$ cat src/rtl/sct_seq_pkg.sv
// Shared definitions for the stage sequencer: default sizes, index width
// helper and the sequencer state encoding.
package sct_seq_pkg;

    localparam int unsigned NSTAGE_DEF = 8;
    localparam int unsigned CNTW_DEF   = 4;
    localparam int unsigned IDXW_DEF   = $clog2(NSTAGE_DEF);

    typedef enum logic [1:0] {
        ST_IDLE = 2'd0,
        ST_RUN  = 2'd1,
        ST_DONE = 2'd2
    } state_e;

    // Index width for n stages, never narrower than one bit.
    function automatic int unsigned idx_width(input int unsigned n);
        return (n > 1) ? $clog2(n) : 1;
    endfunction

endpackage

$ cat src/rtl/sct_next_stage.sv
// Combinational priority finder: returns the lowest set mask bit strictly
// above cur_idx (or the lowest set bit overall when from_first is high).
// Ports:
//   mask       - candidate stages
//   cur_idx    - index of the stage currently active
//   from_first - ignore cur_idx and search from bit 0 inclusive
//   nxt_idx    - index found (0 when none)
//   none_found - no qualifying bit exists
module sct_next_stage
    import sct_seq_pkg::*;
#(
    parameter int unsigned NSTAGE = NSTAGE_DEF,
    parameter int unsigned IDXW   = idx_width(NSTAGE)
) (
    input  logic [NSTAGE-1:0] mask,
    input  logic [IDXW-1:0]   cur_idx,
    input  logic              from_first,
    output logic [IDXW-1:0]   nxt_idx,
    output logic              none_found
);

    // Ascending scan; the first hit wins so the result is the lowest index.
    always_comb begin
        nxt_idx    = '0;
        none_found = 1'b1;
        for (int i = 0; i < int'(NSTAGE); i++) begin
            if (none_found && mask[i] && (from_first || (IDXW'(i) > cur_idx))) begin
                nxt_idx    = IDXW'(i);
                none_found = 1'b0;
            end
        end
    end

endmodule

$ cat src/rtl/sct_stage_sequencer.sv
// Stage sequencer: walks the set bits of a captured mask from low to high,
// holding each stage's one-hot enable for (dwell+1) unstalled cycles, then
// signals completion with a single DONE cycle.
// Ports:
//   clock, rst_n - clock and asynchronous active-low reset
//   start        - begin a sequence (IDLE only)
//   abort        - drop the running sequence back to IDLE, no done
//   stall        - freeze dwell counter and current stage
//   mask, dwell  - stages to visit and cycles-per-stage minus one
//   stage_en     - registered one-hot enable of the active stage
//   stage_idx    - registered index of the active stage
//   busy         - high in RUN and DONE
//   done         - one-cycle completion pulse
//   error        - one-cycle pulse for start with an empty mask
module sct_stage_sequencer
    import sct_seq_pkg::*;
#(
    parameter int unsigned NSTAGE = NSTAGE_DEF,
    parameter int unsigned CNTW   = CNTW_DEF
) (
    input  logic                            clock,
    input  logic                            rst_n,
    input  logic                            start,
    input  logic                            abort,
    input  logic                            stall,
    input  logic [NSTAGE-1:0]               mask,
    input  logic [CNTW-1:0]                 dwell,
    output logic [NSTAGE-1:0]               stage_en,
    output logic [idx_width(NSTAGE)-1:0]    stage_idx,
    output logic                            busy,
    output logic                            done,
    output logic                            error
);

    localparam int unsigned IDXW = idx_width(NSTAGE);

    state_e              state_q, state_d;
    logic [IDXW-1:0]     idx_q, idx_d;
    logic [CNTW-1:0]     cnt_q, cnt_d;
    logic [NSTAGE-1:0]   mask_q, mask_d;
    logic [CNTW-1:0]     dwell_q, dwell_d;
    logic [NSTAGE-1:0]   stage_en_q, stage_en_d;
    logic                busy_q, busy_d;
    logic                done_q, done_d;
    logic                error_q, error_d;

    logic [NSTAGE-1:0]   find_mask_c;
    logic                find_first_c;
    logic [IDXW-1:0]     nxt_idx_c;
    logic                none_found_c;

    // In IDLE search the live mask from bit 0; in RUN search the captured
    // mask above the current stage so no stage is revisited.
    assign find_first_c = (state_q == ST_IDLE);
    assign find_mask_c  = find_first_c ? mask : mask_q;

    sct_next_stage #(
        .NSTAGE (NSTAGE),
        .IDXW   (IDXW)
    ) u_next_stage (
        .mask       (find_mask_c),
        .cur_idx    (idx_q),
        .from_first (find_first_c),
        .nxt_idx    (nxt_idx_c),
        .none_found (none_found_c)
    );

    // Next-state and next-output logic.
    always_comb begin
        state_d = state_q;
        idx_d   = idx_q;
        cnt_d   = cnt_q;
        mask_d  = mask_q;
        dwell_d = dwell_q;
        error_d = 1'b0;

        case (state_q)
            ST_IDLE: begin
                if (start) begin
                    if (mask == '0) begin
                        error_d = 1'b1;
                    end else begin
                        state_d = ST_RUN;
                        mask_d  = mask;
                        dwell_d = dwell;
                        cnt_d   = dwell;
                        idx_d   = nxt_idx_c;
                    end
                end
            end
            ST_RUN: begin
                // Abort outranks both stall and advance.
                if (abort) begin
                    state_d = ST_IDLE;
                    idx_d   = '0;
                    cnt_d   = '0;
                    mask_d  = '0;
                end else if (!stall) begin
                    if (cnt_q != '0) begin
                        cnt_d = cnt_q - CNTW'(1);
                    end else if (none_found_c) begin
                        state_d = ST_DONE;
                        idx_d   = '0;
                        mask_d  = '0;
                    end else begin
                        idx_d = nxt_idx_c;
                        cnt_d = dwell_q;
                    end
                end
            end
            ST_DONE: begin
                state_d = ST_IDLE;
            end
            default: begin
                state_d = ST_IDLE;
                idx_d   = '0;
                cnt_d   = '0;
                mask_d  = '0;
            end
        endcase

        // Outputs are registered from the next state so they line up with it.
        stage_en_d = (state_d == ST_RUN) ? (NSTAGE'(1) << idx_d) : '0;
        busy_d     = (state_d != ST_IDLE);
        done_d     = (state_d == ST_DONE);
    end

    // State and output registers.
    always_ff @(posedge clock or negedge rst_n) begin
        if (!rst_n) begin
            state_q    <= ST_IDLE;
            idx_q      <= '0;
            cnt_q      <= '0;
            mask_q     <= '0;
            dwell_q    <= '0;
            stage_en_q <= '0;
            busy_q     <= 1'b0;
            done_q     <= 1'b0;
            error_q    <= 1'b0;
        end else begin
            state_q    <= state_d;
            idx_q      <= idx_d;
            cnt_q      <= cnt_d;
            mask_q     <= mask_d;
            dwell_q    <= dwell_d;
            stage_en_q <= stage_en_d;
            busy_q     <= busy_d;
            done_q     <= done_d;
            error_q    <= error_d;
        end
    end

    // idx_q is forced to 0 whenever the sequencer leaves RUN.
    assign stage_idx = idx_q;
    assign stage_en  = stage_en_q;
    assign busy      = busy_q;
    assign done      = done_q;
    assign error     = error_q;

endmodule

$ cat config.mk
export PLATFORM = sky130hd
export DESIGN_NAME = sct_stage_sequencer
export DESIGN_NICKNAME = d
export VERILOG_FILES = /design/src/rtl/sct_seq_pkg.sv /design/src/rtl/sct_next_stage.sv /design/src/rtl/sct_stage_sequencer.sv
export SDC_FILE = /design/constraint.sdc
export NUM_CORES = 1
export LEC_CHECK = 0
export ABC_AREA = 1
export CORE_ASPECT_RATIO = 1.4
export CORE_MARGIN = 2
export CORE_UTILIZATION = 45
export CTS_CLUSTER_DIAMETER = 200
export DETAILED_ROUTE_END_ITERATION = 10
export PLACE_DENSITY_LB_ADDON = 0.3
export SKIP_LAST_GASP = 1
export SLEW_MARGIN = 5
export SYNTH_ARGS = -nofsm -noshare
export SYNTH_HDL_FRONTEND = slang
export SYNTH_HIERARCHICAL = 1
export SYNTH_SLANG_ARGS = --single-unit
$ cat constraint.sdc
create_clock -name clock -period 4.6 [get_ports clock]
set_clock_uncertainty 0.15 [all_clocks]
set_input_delay 1.15 -clock clock [delete_from_list [all_inputs] [get_ports clock]]
set_output_delay 1.15 -clock clock [all_outputs]
set_load 0.005 [all_outputs]
* Word-level counts from Yosys, hierarchy flattened
Cells that the tools add are included.
Word-level totals: bits in registers 32, input port bits 17, logic and storage cells 109
Cells by class: add/subtract/negate cells 1, $lt $le $gt $ge 8, eq/ne operators 10, shift-type cells 1, mux-type cells 48, bitwise logic cells 2, reduce and logical (&&, ||, !) cells 30
Operators by type and width (count):
- 8-bit two-way mux | 8
- 3-bit two-way mux | 10
- 4-bit two-way mux | 6
- 8-bit case mux with 3 select lines | 1
- 2-bit two-way mux | 8
- 1-bit logical AND | 15
- 3-bit > comparator (first input constant) | 4
- 1-bit two-way mux | 12
- 4-bit case mux with 3 select lines | 1
- 3-bit inequality test (second input constant) | 3
- 3-bit case mux with 3 select lines | 1
- 8-bit zero test | 1
- 1-bit logical OR | 8
- 1-bit by 3-bit left shift with 8-bit output (first input constant) | 1
- 1-bit by 3-bit > comparator with 1-bit output (first input constant) | 2
- 2-bit by 3-bit > comparator with 1-bit output (first input constant) | 2
- 6-bit AND reduction | 1
- 5-bit AND reduction | 1
- 2-bit by 1-bit == test with 1-bit output (second input constant) | 2
- 2-bit == test (second input constant) | 2
- 2-bit inequality test (second input constant) | 2
- 4-bit inequality test (second input constant) | 1
- 2-bit case mux with 2 select lines | 1
- 4-bit nonzero test | 1
- 5 further kinds | 6

* Longest topological paths before layout
word-level depth 32, mapped depth 22, depth with buffers taken out 21

* Modules after synthesis
The synthesis kept the hierarchy.
By module, submodules not included:
- sct_stage_sequencer | instances 1, cells an instance 220, area an instance 1716.6 µm²
- sct_next_stage | instances 1, cells an instance 47, area an instance 222.7 µm²

* Least setup slack after synthesis
Ideal clock, no wire load.
path type in2reg, start point input port mask[1], end point register stage_en_q[3], in the netlist stage_en[3], library setup time 117 ps, data arrival time 2566 ps, data required time 4333 ps, setup slack 1767 ps, stages on the path 18, path buffers 0, cell sequence nand2_1 nand2_1 inv_1 a21oi_1 a21oi_2 nand3_2 nor2_2 nand2_1 nor2_1 inv_1 nand2_1 nand3_1 nand3_2 inv_1 nor2_1 nand2_2 nand2_1 nor2_1
On the way: longest elaborated chain between the ends 29
RTL lines:
- start: declaration | line sct_stage_sequencer.sv:26 | input logic [NSTAGE-1:0] mask,
- 8-bit two-way mux * | line sct_stage_sequencer.sv:55 | assign find_mask_c = find_first_c ? mask : mask_q;
- named net find_mask_c[1] | line sct_stage_sequencer.sv:47 | logic [NSTAGE-1:0] find_mask_c;
- 1-bit logical AND * (2 in series) | line sct_next_stage.sv:27 | if (none_found && mask[i] && (from_first || (IDXW'(i) > cur_idx))) begin
- 1-bit two-way mux * | line sct_next_stage.sv:27
- 1-bit logical AND (2 in series) | line sct_next_stage.sv:27
- 1-bit two-way mux * | line sct_next_stage.sv:27
- 1-bit logical AND (2 in series) | line sct_next_stage.sv:27
- 1-bit two-way mux * | line sct_next_stage.sv:27
- (+12 left out)
- named net none_found_c | line sct_stage_sequencer.sv:50 | logic none_found_c;
- (+1 left out)
- 3-bit two-way mux * | line sct_stage_sequencer.sv:99 | if (cnt_q != '0) begin
- 3-bit two-way mux * | line sct_stage_sequencer.sv:98 | end else if (!stall) begin
- 3-bit two-way mux * | line sct_stage_sequencer.sv:93 | if (abort) begin
- 3-bit case mux with 3 select lines * | line sct_stage_sequencer.sv:77 | case (state_q)
- named net idx_d[1] | line sct_stage_sequencer.sv:38 | logic [IDXW-1:0] idx_q, idx_d;
- 1-bit by 3-bit left shift with 8-bit output * | line sct_stage_sequencer.sv:123 | stage_en_d = (state_d == ST_RUN) ? (NSTAGE'(1) << idx_d) : '0;
- 8-bit two-way mux * | line sct_stage_sequencer.sv:123
- named net stage_en_d[3] | line sct_stage_sequencer.sv:42 | logic [NSTAGE-1:0] stage_en_q, stage_en_d;
- end signal: assignment | line sct_stage_sequencer.sv:146 | stage_en_q <= stage_en_d;
- end: declaration | line sct_stage_sequencer.sv:42
The timed path passes the listed nets; every way through them passes the cells marked *. A chain may end at the register's enable or synchronous reset.

* Final worst setup path
start point input port mask[1], end point register stage_en_q[4], in the netlist stage_en[4]
On the way: longest elaborated chain between the ends 29
RTL lines:
- 8-bit two-way mux * | line sct_stage_sequencer.sv:55
- named net find_mask_c[1] | line sct_stage_sequencer.sv:47
- 1-bit logical AND * (2 in series) | line sct_next_stage.sv:27
- 1-bit two-way mux * | line sct_next_stage.sv:27
- 1-bit logical AND (2 in series) | line sct_next_stage.sv:27
- 1-bit two-way mux * | line sct_next_stage.sv:27
- 1-bit logical AND (2 in series) | line sct_next_stage.sv:27
- 1-bit two-way mux * | line sct_next_stage.sv:27
- (+12 left out)
- named net none_found_c | line sct_stage_sequencer.sv:50
- 2-bit two-way mux or 3-bit two-way mux (tied branches) | line sct_stage_sequencer.sv:101 | end else if (none_found_c) begin
- 2-bit two-way mux or 3-bit two-way mux (tied branches) | line sct_stage_sequencer.sv:99
- 2-bit two-way mux or 3-bit two-way mux (tied branches) | line sct_stage_sequencer.sv:98
- 2-bit two-way mux or 3-bit two-way mux (tied branches) | line sct_stage_sequencer.sv:93
- 2-bit case mux with 2 select lines or 3-bit case mux with 3 select lines (tied branches) | line sct_stage_sequencer.sv:77
- 2-bit by 1-bit == test with 1-bit output or 1-bit by 3-bit left shift with 8-bit output (tied branches) | line sct_stage_sequencer.sv:123
- 8-bit two-way mux * | line sct_stage_sequencer.sv:123
- named net stage_en_d[4] | line sct_stage_sequencer.sv:42
Marked as above.

==> results.py <==
metrics = {
    "run_status": {
        "outcome": "completed",
    },
    "layout": {
        "n_antenna_cell": 0,
        "syn2layout_area_growth_pct": 23.3,
        "fin_nets": 320,
        "layoutNonFillerInstCount": 348,
        "nFillCells": 396,
        "drive_gt1_frac": 0.149,
    },
    "timing": {
        "min_period_over_period": 0.704,
        "holdWs_ns": 0.334,
        "tightest_slew_ns": 0.465,
        "rsz0062_at_grt": "false",
        "min_period_ns": 3.24,
        "finalHoldViolations": 0,
        "fin_ws_ns": 1.36,
        "slew_headroom": 0.690,
        "drv_slew": 0,
        "fmax_mhz": 309,
        "setup_viol": 0,
        "setup_tns_ns": 0,
    },
    "cts": {
        "cts_buffers": 5,
        "clkSinkCount": 32,
        "clock_path_buffers": 2,
        "ctsResizeCount": 0,
        "ctsHoldBuffers": 0,
        "ctsHtreeMaxLevel": 2,
        "insertion_delay_ns": 0.29,
        "cts_tree": "built",
        "root_buffer": "clkbuf_8",
        "clkTransAtPathRegs_ns": 0.07,
        "cts_setup_buffers": 0,
    },
    "global_route": {
        "gr-total-overflow": 0,
        "grt.total_usage": 0.197,
        "grt_pass1_wl_mm": 7.13,
        "grt_antenna_before_repair": 0,
        "grt_max_degree": 33,
        "use_met3": 0.0425,
        "grt_use_met2": 0.355,
        "grt.met1_usage": 0.221,
        "grt_most_used_layer": "met2",
        "first_global_vias": 1607,
    },
    "setup_path": {
        "cp_max_fo": 3,
        "max_stage_delay_ns": 0.42,
        "reg2reg_depth": 20,
        "timing_worst_setup_path_type": "primary input to flop",
        "cp_slowest_cell": "clkdlybuf4s50_1",
        "path_cells": "clkdlybuf4s50_1 > nand2_1 > nand2_1 > inv_1 > a21oi_1 > a21oi_2 > nand3_2 > nor2_2 > nand2_1 > nor2_1 > inv_1 > nand2_1 > nand3_1 > nand3_1 > nand3_1 > nor2_2 > nand2_1 > nor2_1",
        "crit_top_cell": "nand2_1",
        "critPathTopFamily": "simple AND/OR/NAND/NOR gates",
        "crit_buf_inv": 3,
        "startpoint_type": "primary input",
        "cp.arrival_ns": 3.29,
        "crit_required_ns": 4.65,
        "critPathCaptureType": "flop",
        "path_depth": 18,
    },
    "yosys": {
        "synth_top_area_frac": 0.413,
        "synth-seq-cells": 32,
        "synth_edf_count": 0,
        "yosysSeqAreaShare": 0.413,
        "ys_warn_count": 6,
        "synth_xor_area_frac": 0,
        "synthSimpleGateAreaFrac": 0.374,
        "syn_nets": 285,
        "synth_flop_cell": "dfrtp_1",
        "synth.distinct_cells": 29,
        "synthAdderAreaFrac": 0.00645,
        "synthArstFlopShare": 1.00,
        "synth.area.top_cells": "dfrtp_1, nand2_1, inv_1",
        "synth_area_leader_cell": "dfrtp_1",
        "synth.avg_cell_area_um2": 7.26,
        "synth_top_family_by_area": "simple AND/OR/NAND/NOR gates",
        "syn_inst": 267,
        "synth_compound_area_frac": 0.114,
        "syn_area_mm2": 0.00194,
        "synthMuxAreaShare": 0,
    },
    "route": {
        "wl_per_cell_um": 11.8,
        "drtIter0Drc": 72,
        "wl_mm": 4.09,
        "drc": 0,
        "first_pass_iters": 4,
        "via_count": 1730,
        "ant_nets": 0,
        "routed_via_density": 4.97,
    },
    "die": {
        "die_h_um": 81.7,
        "die_x_um": 59.5,
        "rows": 28,
        "start_util": 0.465,
        "die_area_mm2": 0.00486,
        "core_area_mm2": 0.00417,
        "boundaryPins": 31,
    },
    "hold_path": {
        "hold-path-cell-count": 2,
        "holdCritPathClass": "flop to flop",
    },
    "power": {
        "peakVddDrop_v": 0.000237,
        "leakagePower_nw": 1.26,
        "power.density_mw_per_mm2": 459,
    },
    "job": {
        "max-cap-violations": 0,
    },
    "placement": {
        "preCtsSetupSlack_ns": 1.08,
        "dp.cells": 340,
        "port_buffers": 30,
        "place_hpwl_mm": 3.14,
        "place_congestion": 0.890,
    },
}
[cell families after synthesis]
logic type | count (synthesis)
AOI/OAI and AO/OA | 34
and+or+nand+nor | 155
buffers and inverters | 45
adders and majority gates | 1
DFF | 32
[final cells by class]
type | instances | area (µm²) | area share
timing repair buffer | 31 | 308 | 0.129
multi-input combinational | 190 | 960 | 0.401
clock inverter | 2 | 35.0 | 0.0147
clock buffer | 6 | 72.6 | 0.0304
sequential | 32 | 801 | 0.335
tap | 45 | 56.3 | 0.0235
inverter | 42 | 159 | 0.0665
[placed cells by master, fill, tap and decap left out, types with 2 or more instances in the layout]
master	instances
a21oi_1	3
clkbuf_8	5
clkdlybuf4s50_1	30
clkinv_2	2
dfrtp_1	32
inv_1	38
inv_2	3
nand2_1	80
nand2_2	7
nand2_4	3
nand3_1	15
nand3_2	3
nor2_1	30
nor2_2	7
nor3_1	5
o21ai_0	12
o21ai_1	5
o21ai_2	8
o22ai_1	3
[report_power, final]
| group | switching (mW) | internal [mW] | leakage, nW |
|---|---|---|---|
| registers | 0.0520 | 0.341 | 0.418 |
| logic | 0.265 | 0.175 | 0.784 |
| clock network | 0.103 | 0.161 | 0.0552 |
| total | 0.421 | 0.677 | 1.26 |
[path summary, 6_finish.rpt]
kind / from / to / slack (ns)
worst max-delay path: mask[1] / stage_en[4] / 1.36
worst min-delay path: mask_q[3] / mask_q[3] / 0.33
worst max register to register: state_q[0] / stage_en[4] / 1.60
worst min register to register: mask_q[3] / mask_q[3] / 0.33
max in group asynchronous: rst_n / done / 2.89
min in group asynchronous: rst_n / dwell_q[2] / 1.11
[flip-flops by register name, indices dropped and copies added (netlist names)]
signal and flops:
cnt_q 4, dwell_q 4, state_q 2, busy 1, done 1, error 1
stage_idx 3, stage_en 8, mask_q 8
[metal layers]
layer	wire length, µm	vias up
li1	-	901
met4	82	0
met1	1740	796
met5	0	-
met2	2150	26
met3	126	7
[worst min-delay path, stage by stage (launching register included)]
cell and delay, ns:
dfrtp_1 0.34, nand2_1 0.06, o21ai_2 0.05
[synthesized netlist by cell type (3+ instances only)]
cell type  number
o21ai_2         8
nand2_2         7
dfrtp_1        32
inv_1          38
o22ai_1         3
nand3_2         3
o21ai_1         5
a21oi_1         3
nor2_1         30
o21ai_0        12
nor3_1          5
nand2_4         3
nand2_1        80
nor2_2          7
nand3_1        15
inv_2           3
[stage by stage]
| step | util | power, mW | area (µm²) |
|---|---|---|---|
| global placement | 0.548 | 0.831 | 2280 |
| detailed placement | 0.548 | 0.840 | 2280 |
| CTS | 0.574 | 1.11 | 2390 |
| floorplan | - | 0.700 | 1940 |
| finish | 0.574 | 1.10 | 2390 |
| global route | 0.574 | 1.19 | 2390 |
No activity file was read; power rests on OpenSTA's default activity.
